$ cat config.mk
export PLATFORM = sky130hd
export DESIGN_NAME = pipe_hazard_ctrl_flat
export DESIGN_NICKNAME = d
export VERILOG_FILES = /design/src/rtl/pipe_hazard_ctrl_if.sv /design/src/rtl/pipe_hazard_ctrl.sv /design/src/flat_wrapper.sv
export SDC_FILE = /design/constraint.sdc
export NUM_CORES = 1
export LEC_CHECK = 0
export CORE_UTILIZATION = 35
export CTS_BUF_LIST = sky130_fd_sc_hd__clkbuf_2
export CTS_CLUSTER_SIZE = 25
export DETAILED_ROUTE_END_ITERATION = 10
export PLACE_DENSITY = 0.71
export SYNTH_ARGS = -nofsm -noshare
export SYNTH_HDL_FRONTEND = slang
export SYNTH_SLANG_ARGS = --single-unit
$ cat constraint.sdc
create_clock -name clk -period 2.28 [get_ports clk]
set_input_delay 0.456 -clock clk [delete_from_list [all_inputs] [get_ports clk]]
set_output_delay 0.456 -clock clk [all_outputs]
set_load 0.02 [all_outputs]
$ cat src/rtl/pipe_hazard_ctrl_if.sv
// ---------------------------------------------------------------------------
// pipe_hazard_ctrl_if
// Bundles the decode-stage instruction fields, pipeline events and the
// stage-control / status outputs of the hazard controller.
//   master : the pipeline side (drives decode fields and events, reads
//            the stage controls and status)
//   slave  : the hazard controller itself
// Signals:
//   id_valid, id_rs, id_rt, id_rs_used, id_rt_used, id_regwrt, id_rd,
//   id_halt        decode-stage instruction description
//   ex_br_taken    branch/jump resolved taken in EX
//   mem_busy       data memory not ready, pipeline freezes
//   pc_we, ifid_we, idex_we        stage write enables
//   ifid_flush, idex_bubble        NOP insertion into IF/ID, ID/EX
//   halted, state, stall_cycles    status
// ---------------------------------------------------------------------------
interface pipe_hazard_ctrl_if;
    logic        id_valid;
    logic [2:0]  id_rs;
    logic [2:0]  id_rt;
    logic        id_rs_used;
    logic        id_rt_used;
    logic        id_regwrt;
    logic [2:0]  id_rd;
    logic        id_halt;
    logic        ex_br_taken;
    logic        mem_busy;
    logic        pc_we;
    logic        ifid_we;
    logic        idex_we;
    logic        ifid_flush;
    logic        idex_bubble;
    logic        halted;
    logic [1:0]  state;
    logic [15:0] stall_cycles;

    modport master (
        output id_valid, id_rs, id_rt, id_rs_used, id_rt_used,
               id_regwrt, id_rd, id_halt, ex_br_taken, mem_busy,
        input  pc_we, ifid_we, idex_we, ifid_flush, idex_bubble,
               halted, state, stall_cycles
    );

    modport slave (
        input  id_valid, id_rs, id_rt, id_rs_used, id_rt_used,
               id_regwrt, id_rd, id_halt, ex_br_taken, mem_busy,
        output pc_we, ifid_we, idex_we, ifid_flush, idex_bubble,
               halted, state, stall_cycles
    );
endinterface

$ cat src/rtl/pipe_hazard_ctrl.sv
// ---------------------------------------------------------------------------
// pipe_hazard_ctrl
// Hazard / stall / flush controller for a 5-stage in-order pipeline.
// Tracks destination registers of the instructions in EX and MEM, stalls
// decode on read-after-write, flushes on taken branches, freezes on a busy
// data memory and drains the pipeline after HALT.
// Ports:
//   clk  : clock, rising edge
//   rst  : synchronous active-high reset
//   bus  : pipe_hazard_ctrl_if.slave (decode fields, events, controls, status)
// ---------------------------------------------------------------------------
module pipe_hazard_ctrl (
    input  logic                     clk,
    input  logic                     rst,
    pipe_hazard_ctrl_if.slave        bus
);

    typedef enum logic [1:0] {
        ST_RUN    = 2'd0,
        ST_DRAIN  = 2'd1,
        ST_HALTED = 2'd2,
        ST_UNUSED = 2'd3
    } state_e;

    state_e      state_q, state_d;
    logic        ex_v_q, ex_v_d;
    logic [2:0]  ex_rd_q, ex_rd_d;
    logic        mem_v_q, mem_v_d;
    logic [2:0]  mem_rd_q, mem_rd_d;
    logic [1:0]  drain_cnt_q, drain_cnt_d;
    logic [15:0] stall_q, stall_d;

    logic        raw_s;
    logic        stall_inc_s;
    logic        pc_we_s, ifid_we_s, idex_we_s, ifid_flush_s, idex_bubble_s;

    // Read-after-write detection against EX and MEM entries (r0 included).
    always_comb begin
        raw_s = bus.id_valid &
                ((bus.id_rs_used & ((ex_v_q  & (ex_rd_q  == bus.id_rs)) |
                                    (mem_v_q & (mem_rd_q == bus.id_rs)))) |
                 (bus.id_rt_used & ((ex_v_q  & (ex_rd_q  == bus.id_rt)) |
                                    (mem_v_q & (mem_rd_q == bus.id_rt)))));
    end

    // Next-state and stage-control decode; every path starts from "hold".
    always_comb begin
        state_d       = state_q;
        ex_v_d        = ex_v_q;
        ex_rd_d       = ex_rd_q;
        mem_v_d       = mem_v_q;
        mem_rd_d      = mem_rd_q;
        drain_cnt_d   = drain_cnt_q;
        stall_inc_s   = 1'b0;
        pc_we_s       = 1'b0;
        ifid_we_s     = 1'b0;
        idex_we_s     = 1'b0;
        ifid_flush_s  = 1'b0;
        idex_bubble_s = 1'b0;

        if (rst) begin
            // Register reset happens in the flop block; here only the
            // outputs are forced so the stages load NOPs during reset.
            pc_we_s       = 1'b1;
            ifid_we_s     = 1'b1;
            idex_we_s     = 1'b1;
            ifid_flush_s  = 1'b1;
            idex_bubble_s = 1'b1;
        end else if (bus.mem_busy) begin
            // Freeze: everything holds; only RUN accounts the lost cycle.
            stall_inc_s = (state_q == ST_RUN) || (state_q == ST_UNUSED);
        end else begin
            case (state_q)
                ST_DRAIN: begin
                    pc_we_s       = 1'b0;
                    ifid_we_s     = 1'b1;
                    idex_we_s     = 1'b1;
                    ifid_flush_s  = 1'b1;
                    idex_bubble_s = 1'b1;
                    ex_v_d        = 1'b0;
                    ex_rd_d       = 3'd0;
                    mem_v_d       = ex_v_q;
                    mem_rd_d      = ex_rd_q;
                    drain_cnt_d   = drain_cnt_q + 2'd1;
                    if (drain_cnt_q == 2'd2) begin
                        state_d = ST_HALTED;
                    end else begin
                        state_d = ST_DRAIN;
                    end
                end
                ST_HALTED: begin
                    state_d = ST_HALTED;
                end
                default: begin
                    // RUN, and the unused encoding which behaves as RUN.
                    state_d  = ST_RUN;
                    mem_v_d  = ex_v_q;
                    mem_rd_d = ex_rd_q;
                    if (bus.ex_br_taken) begin
                        // Any HALT in ID is squashed with the wrong path.
                        pc_we_s       = 1'b1;
                        ifid_we_s     = 1'b1;
                        idex_we_s     = 1'b1;
                        ifid_flush_s  = 1'b1;
                        idex_bubble_s = 1'b1;
                        ex_v_d        = 1'b0;
                        ex_rd_d       = 3'd0;
                    end else if (raw_s) begin
                        pc_we_s       = 1'b0;
                        ifid_we_s     = 1'b0;
                        idex_we_s     = 1'b1;
                        idex_bubble_s = 1'b1;
                        ex_v_d        = 1'b0;
                        ex_rd_d       = 3'd0;
                        stall_inc_s   = 1'b1;
                    end else begin
                        pc_we_s   = 1'b1;
                        ifid_we_s = 1'b1;
                        idex_we_s = 1'b1;
                        ex_v_d    = bus.id_valid & bus.id_regwrt;
                        ex_rd_d   = bus.id_rd;
                        if (bus.id_valid && bus.id_halt) begin
                            // HALT enters EX; stop fetching behind it.
                            pc_we_s      = 1'b0;
                            ifid_flush_s = 1'b1;
                            drain_cnt_d  = 2'd0;
                            state_d      = ST_DRAIN;
                        end else begin
                            state_d = ST_RUN;
                        end
                    end
                end
            endcase
        end

        if (stall_inc_s && (stall_q != 16'hFFFF)) begin
            stall_d = stall_q + 16'd1;
        end else begin
            stall_d = stall_q;
        end
    end

    // State, scoreboard and counter registers with synchronous reset.
    always_ff @(posedge clk) begin
        if (rst) begin
            state_q     <= ST_RUN;
            ex_v_q      <= 1'b0;
            ex_rd_q     <= 3'd0;
            mem_v_q     <= 1'b0;
            mem_rd_q    <= 3'd0;
            drain_cnt_q <= 2'd0;
            stall_q     <= 16'd0;
        end else begin
            state_q     <= state_d;
            ex_v_q      <= ex_v_d;
            ex_rd_q     <= ex_rd_d;
            mem_v_q     <= mem_v_d;
            mem_rd_q    <= mem_rd_d;
            drain_cnt_q <= drain_cnt_d;
            stall_q     <= stall_d;
        end
    end

    assign bus.pc_we        = pc_we_s;
    assign bus.ifid_we      = ifid_we_s;
    assign bus.idex_we      = idex_we_s;
    assign bus.ifid_flush   = ifid_flush_s;
    assign bus.idex_bubble  = idex_bubble_s;
    assign bus.halted       = (state_q == ST_HALTED);
    assign bus.state        = state_q;
    assign bus.stall_cycles = stall_q;

endmodule

$ cat src/flat_wrapper.sv
// flat-port wrapper written by rule: the top's interface ports become plain ports
module pipe_hazard_ctrl_flat 
  (clk, rst, bus_id_valid, bus_id_rs, bus_id_rt, bus_id_rs_used, bus_id_rt_used, bus_id_regwrt, bus_id_rd, bus_id_halt, bus_ex_br_taken, bus_mem_busy, bus_pc_we, bus_ifid_we, bus_idex_we, bus_ifid_flush, bus_idex_bubble, bus_halted, bus_state, bus_stall_cycles);
  pipe_hazard_ctrl_if bus_i ();
  input  logic clk;
  input  logic rst;
  input wire logic [$bits(bus_i.id_valid)-1:0] bus_id_valid;
  input wire logic [$bits(bus_i.id_rs)-1:0] bus_id_rs;
  input wire logic [$bits(bus_i.id_rt)-1:0] bus_id_rt;
  input wire logic [$bits(bus_i.id_rs_used)-1:0] bus_id_rs_used;
  input wire logic [$bits(bus_i.id_rt_used)-1:0] bus_id_rt_used;
  input wire logic [$bits(bus_i.id_regwrt)-1:0] bus_id_regwrt;
  input wire logic [$bits(bus_i.id_rd)-1:0] bus_id_rd;
  input wire logic [$bits(bus_i.id_halt)-1:0] bus_id_halt;
  input wire logic [$bits(bus_i.ex_br_taken)-1:0] bus_ex_br_taken;
  input wire logic [$bits(bus_i.mem_busy)-1:0] bus_mem_busy;
  output wire logic [$bits(bus_i.pc_we)-1:0] bus_pc_we;
  output wire logic [$bits(bus_i.ifid_we)-1:0] bus_ifid_we;
  output wire logic [$bits(bus_i.idex_we)-1:0] bus_idex_we;
  output wire logic [$bits(bus_i.ifid_flush)-1:0] bus_ifid_flush;
  output wire logic [$bits(bus_i.idex_bubble)-1:0] bus_idex_bubble;
  output wire logic [$bits(bus_i.halted)-1:0] bus_halted;
  output wire logic [$bits(bus_i.state)-1:0] bus_state;
  output wire logic [$bits(bus_i.stall_cycles)-1:0] bus_stall_cycles;
  assign bus_i.id_valid = bus_id_valid;
  assign bus_i.id_rs = bus_id_rs;
  assign bus_i.id_rt = bus_id_rt;
  assign bus_i.id_rs_used = bus_id_rs_used;
  assign bus_i.id_rt_used = bus_id_rt_used;
  assign bus_i.id_regwrt = bus_id_regwrt;
  assign bus_i.id_rd = bus_id_rd;
  assign bus_i.id_halt = bus_id_halt;
  assign bus_i.ex_br_taken = bus_ex_br_taken;
  assign bus_i.mem_busy = bus_mem_busy;
  assign bus_pc_we = bus_i.pc_we;
  assign bus_ifid_we = bus_i.ifid_we;
  assign bus_idex_we = bus_i.idex_we;
  assign bus_ifid_flush = bus_i.ifid_flush;
  assign bus_idex_bubble = bus_i.idex_bubble;
  assign bus_halted = bus_i.halted;
  assign bus_state = bus_i.state;
  assign bus_stall_cycles = bus_i.stall_cycles;
  pipe_hazard_ctrl u_core (.clk(clk), .rst(rst), .bus(bus_i));
endmodule
Yosys cells after proc, flatten, opt, wreduce, memory -nomap -nowiden
Index checks and enable logic that the tools add are counted.
Operators by class
  multiplexer cells: 44
  equal/unequal tests: 11
  add/subtract/negate cells: 2
  bitwise logic cells: 13
  reduce and logical (&&, ||, !) cells: 8
Operators with widths (number)
  1-bit two-way mux: 29
  16-bit by 1-bit adder with 16-bit output (second input constant): 1
  16-bit inequality test (second input constant): 1
  3-bit equality test: 4
  2-bit two-way mux: 6
  1-bit AND: 8
  1-bit one-hot mux with 2 select lines: 4
  2-bit one-hot mux with 2 select lines: 2
  2-bit equality test (second input constant): 3
  3-bit two-way mux: 2
  3-bit one-hot mux with 2 select lines: 1
  5-bit AND reduction: 1
  1-bit bitwise OR: 3
  2-bit by 1-bit adder with 2-bit output (second input constant): 1
  2-bit by 1-bit equality test with 1-bit output (second input constant): 1
  1-bit logical AND: 2
  2-bit logical NOT: 1
  2-bit by 1-bit inequality test with 1-bit output (second input constant): 1
  2-bit inequality test (second input constant): 1
  1-bit inverter: 2
  2-bit AND reduction: 1
  2-bit nonzero test: 1
  2-bit OR reduction: 1
  1-bit logical OR: 1
Word-level totals
  output and inout port bits: 24
  logic and storage cells: 85
  register bits after elaboration: 28

Logic depth before layout (Yosys ltp)
  depth after elaboration: 12
  depth in mapped cells: 9
  mapped depth without buffers: 8

Worst setup path before layout
No wires, ideal clock.
  path kind: reg2reg
  start: reg u_core.state_q[0] (netlist: u_core.bus.state[0])
  end: reg u_core.stall_q[6] (netlist: u_core.bus.stall_cycles[6])
  clock period less this slack: 2.286 ns
  path slack: -0.006 ns
  data arrival time: 2.216 ns
  library setup time: 0.070 ns
  path buffers: 1
  stages on the path, launching flop included: 10
  cell sequence: dfxtp_1 > inv_1 > ha_1 > and2b_1 > nand3_1 > a21oi_2 > nor3_2 > buf_6 > or4_1 > a21oi_1
On the way
  word-level cells in the longest chain between the ends: 6
RTL lines
  start, declared: line pipe_hazard_ctrl.sv:25  | state_e state_q, state_d;
  start signal, assigned: line pipe_hazard_ctrl.sv:154  | state_q <= state_d;
  2-bit equality test or 2-bit by 1-bit equality test with 1-bit output (tied branches): line pipe_hazard_ctrl.sv:73  | case (state_q)
  2-bit OR reduction (no line)
  1-bit two-way mux: line pipe_hazard_ctrl.sv:73
  1-bit two-way mux *: line pipe_hazard_ctrl.sv:69  | end else if (bus.mem_busy) begin
  1-bit two-way mux *: line pipe_hazard_ctrl.sv:61  | if (rst) begin
  1-bit logical AND *: line pipe_hazard_ctrl.sv:136  | if (stall_inc_s && (stall_q != 16'hFFFF)) begin
  end signal, assigned: line pipe_hazard_ctrl.sv:160  | stall_q <= stall_d;
  end, declared: line pipe_hazard_ctrl.sv:31  | logic [15:0] stall_q, stall_d;
Mark *: on every way between the ends. The rest lies on a longest branch, timed or not.
A chain may end at the register's enable or synchronous reset.

Final worst setup path
  start: reg u_core.ex_rd_q[1]
  end: out bus_pc_we
On the way
  word-level cells in the longest chain between the ends: 11
RTL lines
  start, declared: line pipe_hazard_ctrl.sv:27  | logic [2:0] ex_rd_q, ex_rd_d;
  start signal, assigned: line pipe_hazard_ctrl.sv:156  | ex_rd_q <= ex_rd_d;
  3-bit equality test, on equally long branches: line pipe_hazard_ctrl.sv:40, pipe_hazard_ctrl.sv:42
  1-bit AND, on equally long branches: line pipe_hazard_ctrl.sv:40, pipe_hazard_ctrl.sv:42
  1-bit bitwise OR, on equally long branches: line pipe_hazard_ctrl.sv:40, pipe_hazard_ctrl.sv:42
  1-bit AND, on equally long branches: line pipe_hazard_ctrl.sv:40, pipe_hazard_ctrl.sv:42
  1-bit bitwise OR *: line pipe_hazard_ctrl.sv:41  | (mem_v_q & (mem_rd_q == bus.id_rs)))) |
  1-bit AND *: line pipe_hazard_ctrl.sv:39  | raw_s = bus.id_valid &
  1-bit two-way mux *: line pipe_hazard_ctrl.sv:108  | end else if (raw_s) begin
  1-bit two-way mux *: line pipe_hazard_ctrl.sv:99  | if (bus.ex_br_taken) begin
  1-bit two-way mux *: line pipe_hazard_ctrl.sv:73
  1-bit two-way mux *: line pipe_hazard_ctrl.sv:69
  1-bit two-way mux *: line pipe_hazard_ctrl.sv:61
  end, declared: line flat_wrapper.sv:17  | output wire logic [$bits(bus_i.pc_we)-1:0] bus_pc_we;
Marked as above.

==> impl_results.md <==
- Max Buffers Root-to-Sink: 2
- All-Layer GR Usage: 19.6%
- Worst VDD drop: between 0.2 and 0.25 mV
- Via density: between 5 and 6
- Worst Tran Pin Value: about 0.59 ns
- Most common cell in the synthesized netlist: dfxtp_1
- Final Non-Filler Cells: ~330
- Hold buffer count at CTS: 0
- Kind of end point of the critical path: primary output
- Port bufs: just over 40
- Vias: 1774
- Initial drt markers: 117
- R2R Setup Slk: 0.09 ns
- Final hold viol count: 0
- Status: finished, violations left
- N_diodes: 0
- Warnings from Yosys: 0
- Die height: 70.5 um
- Seq/Total Area, Yosys: around a third
- Violated checks: design-rule violations, negative setup slack
- Post-synth EDFFs: 0
- Top cell type's share of synthesized area: about a third
- Min-delay worst type: register to register
- Mapped Cells: 198
- Leakage: around 0.96 nW
- FF+latch count, synth: 28
- First-pass GRT wire length: ~8 mm
- Initial Utilization: 37.0%
- Die ar.: roughly 0.005 mm^2
- Yosys top cell by area: dfxtp_1
- CP Data Arrival Time: 1.89 ns
- Share of post-route cells with drive strength above 1: 29.3%
- Syn_area_per_cell: 8.30 um^2
- Tcrit/Tclk final: 103%
- Type of origin of the critical path: register
- Finish-stage setup viols: 4
- P&R area growth vs syn: 53.5%
- Dpl cells: 321
- Total CTS buffers: 3
- CTS tree: built
- Initial antenna violation count: 0
- Total gr overflow: 0
- Post-synth cell types: 43
- Crit path kind: register to primary output
- DRC errors left: 10
- Number of global-route vias before repair: 1731
- H-tree depth: 1
- Main area contributors after synthesis: dfxtp_1 34%, xnor2_1 6.4%, a21oi_1 5.2%
- Pwr Density: 408 mW/mm^2
- Filler cells: ~420
- Routed len/inst: 14.7 um
- Area after DPL: between 0.002 and 0.0025 mm^2
- Syn nets: 220
- Relative slew slack: between 60 and 70%
- Fmax: ~0.43 GHz
- CP Max Fanout: 3
- Largest net degree at the start of global routing: 28
- Core area: about 0.0044 mm^2
- Skew final: 0.00484 ns
- RSZ-0062 raised after global routing: yes
- Clk sink count: 28
- Ports: 42
- Setup WS post-layout: -0.0659 ns
- Core Rows: 24
- Most common library cells after synthesis: 28 x dfxtp_1, 20 x nand2_1, 17 x a21oi_1
- Async SR Flop Fraction: 0%
- Chip width: 70.5 um
- Design area: between 0.002 and 0.003 mm^2
- Nets@finish: 299
- Synth Cell Area: approximately 0.0016 mm^2
- Max Cap Viol: 0
- Tmin final: 2.35 ns
- 1st-pass router iterations: 7
- Fin. max-slew vios: 0
- Worst hold slack: ~0.5 ns
- GPL Wtd Cong: about 0.8
- Worst EP required: approximately 1.8 ns
- Post-synth top flop: dfxtp_1
- Detail Placement HPWL: 3.36 mm
- Clock Pin Slew Worst Setup and Hold Paths: 0.27 ns
- Root Buffer: clkbuf_2
- Antenna Violating Nets Remaining: 0
- Worst-Skew Late Latency: between 0.3 and 0.4 ns
- Routed WL: approximately 4.8 mm
==> report_power, final <==
group / internal, mW / switching [mW]
clock network: 0.151 / 0.151
registers: 0.501 / 0.0109
logic: 0.107 / 0.107
total: 0.759 / 0.269
==> worst max-delay path: stages, from the launching register on <==
cell and delay [ns]:
dfxtp_4 0.42, xnor2_2 0.13, nand4_1 0.16, nand2_2 0.11, a32oi_2 0.21, a21oi_2 0.09, o31ai_2 0.23, buf_4 0.17
==> logic make-up after synthesis <==
logic type	count (synthesis)	synth area share (%)
AOI/OAI and AO/OA	55	22.4
xor gates and xnor gates	17	9.06
DFF	28	34.1
buffers and inverters	13	3.43
and+or+nand+nor	78	26.1
muxes	3	1.83
adders and majority gates	4	3.05
==> sequential cells by signal, indices dropped and copies added, names as in the netlist <==
name,flops
u_core.mem_v_q,1
u_core.bus.stall_cycles,16
u_core.ex_v_q,1
u_core.mem_rd_q,3
u_core.bus.state,2
u_core.drain_cnt_q,2
u_core.ex_rd_q,3
==> area by class of cell <==
cell class | instances | area (um^2) | area share [%]
Clock inverter | 1 | 30.0 | 1.19
Sequential cell | 28 | 573 | 22.7
Inverter | 7 | 26.3 | 1.04
Timing Repair Buffer | 80 | 692 | 27.4
Clock buffer | 3 | 15.0 | 0.595
Multi-Input combinational cell | 157 | 1120 | 44.4
Tap cell | 52 | 65.1 | 2.58
==> worst paths after layout <==
check                                                         from                                       end  cells after the start
worst max register to register      u_core.ex_rd_q[1]$_SDFFE_PP0P_  u_core.bus.stall_cycles[10]$_SDFFE_PP0P_                      9
worst min-delay path            u_core.drain_cnt_q[0]$_SDFFE_PP0P_        u_core.drain_cnt_q[0]$_SDFFE_PP0P_                      2
worst max-delay path                u_core.ex_rd_q[1]$_SDFFE_PP0P_                                 bus_pc_we                      7
worst min register to register  u_core.drain_cnt_q[0]$_SDFFE_PP0P_        u_core.drain_cnt_q[0]$_SDFFE_PP0P_                      2
==> timing repair <==
item / in CTS / in global routing
pin swaps: 12 / 6
gates resized for setup: 49 / 10
cloned: 0 / 0
setup buffers: 2 / 1
endpoints found under the setup margin: 6 / 13
==> metal layers <==
| layer | GRT usage [%] | up-vias | routed length [um] |
|---|---|---|---|
| met5 | 0 | - | 0 |
| met4 | 5.44 | 0 | 46 |
| met3 | 2.45 | 6 | 246 |
| met2 | 33.0 | 49 | 2230 |
| met1 | 26.5 | 812 | 2290 |
| li1 | - | 907 | - |
==> layout by cell type, fill, tap and decap left out, types with 6 or more instances in the layout <==
cell / count
xnor2_1: 10
a21oi_1: 15
dfxtp_2: 7
inv_1: 6
clkdlybuf4s50_1: 30
dlygate4sd2_1: 7
nor2_1: 14
dfxtp_1: 20
o21ai_0: 9
nand4_1: 7
nand2_1: 17
buf_4: 41
==> metrics by stage <==
| step | setup TNS (ns) | power, mW | setup slack (ns) | util [%] |
|---|---|---|---|---|
| 5_1_grt | -0.808 | 1.08 | -0.209 | 56.8 |
| 6_report | -0.173 | 1.03 | -0.0659 | 56.8 |
| 4_1_cts | -0.0313 | 1.03 | -0.0266 | 55.7 |
| 3_5_place_dp | -5.87 | 0.725 | -0.675 | 53.2 |
| 3_3_place_gp | -4.95 | 0.722 | -0.639 | 53.2 |
| 2_1_floorplan | 0 | 0.612 | 0.00149 | - |
(Power assumes the default switching activity.)
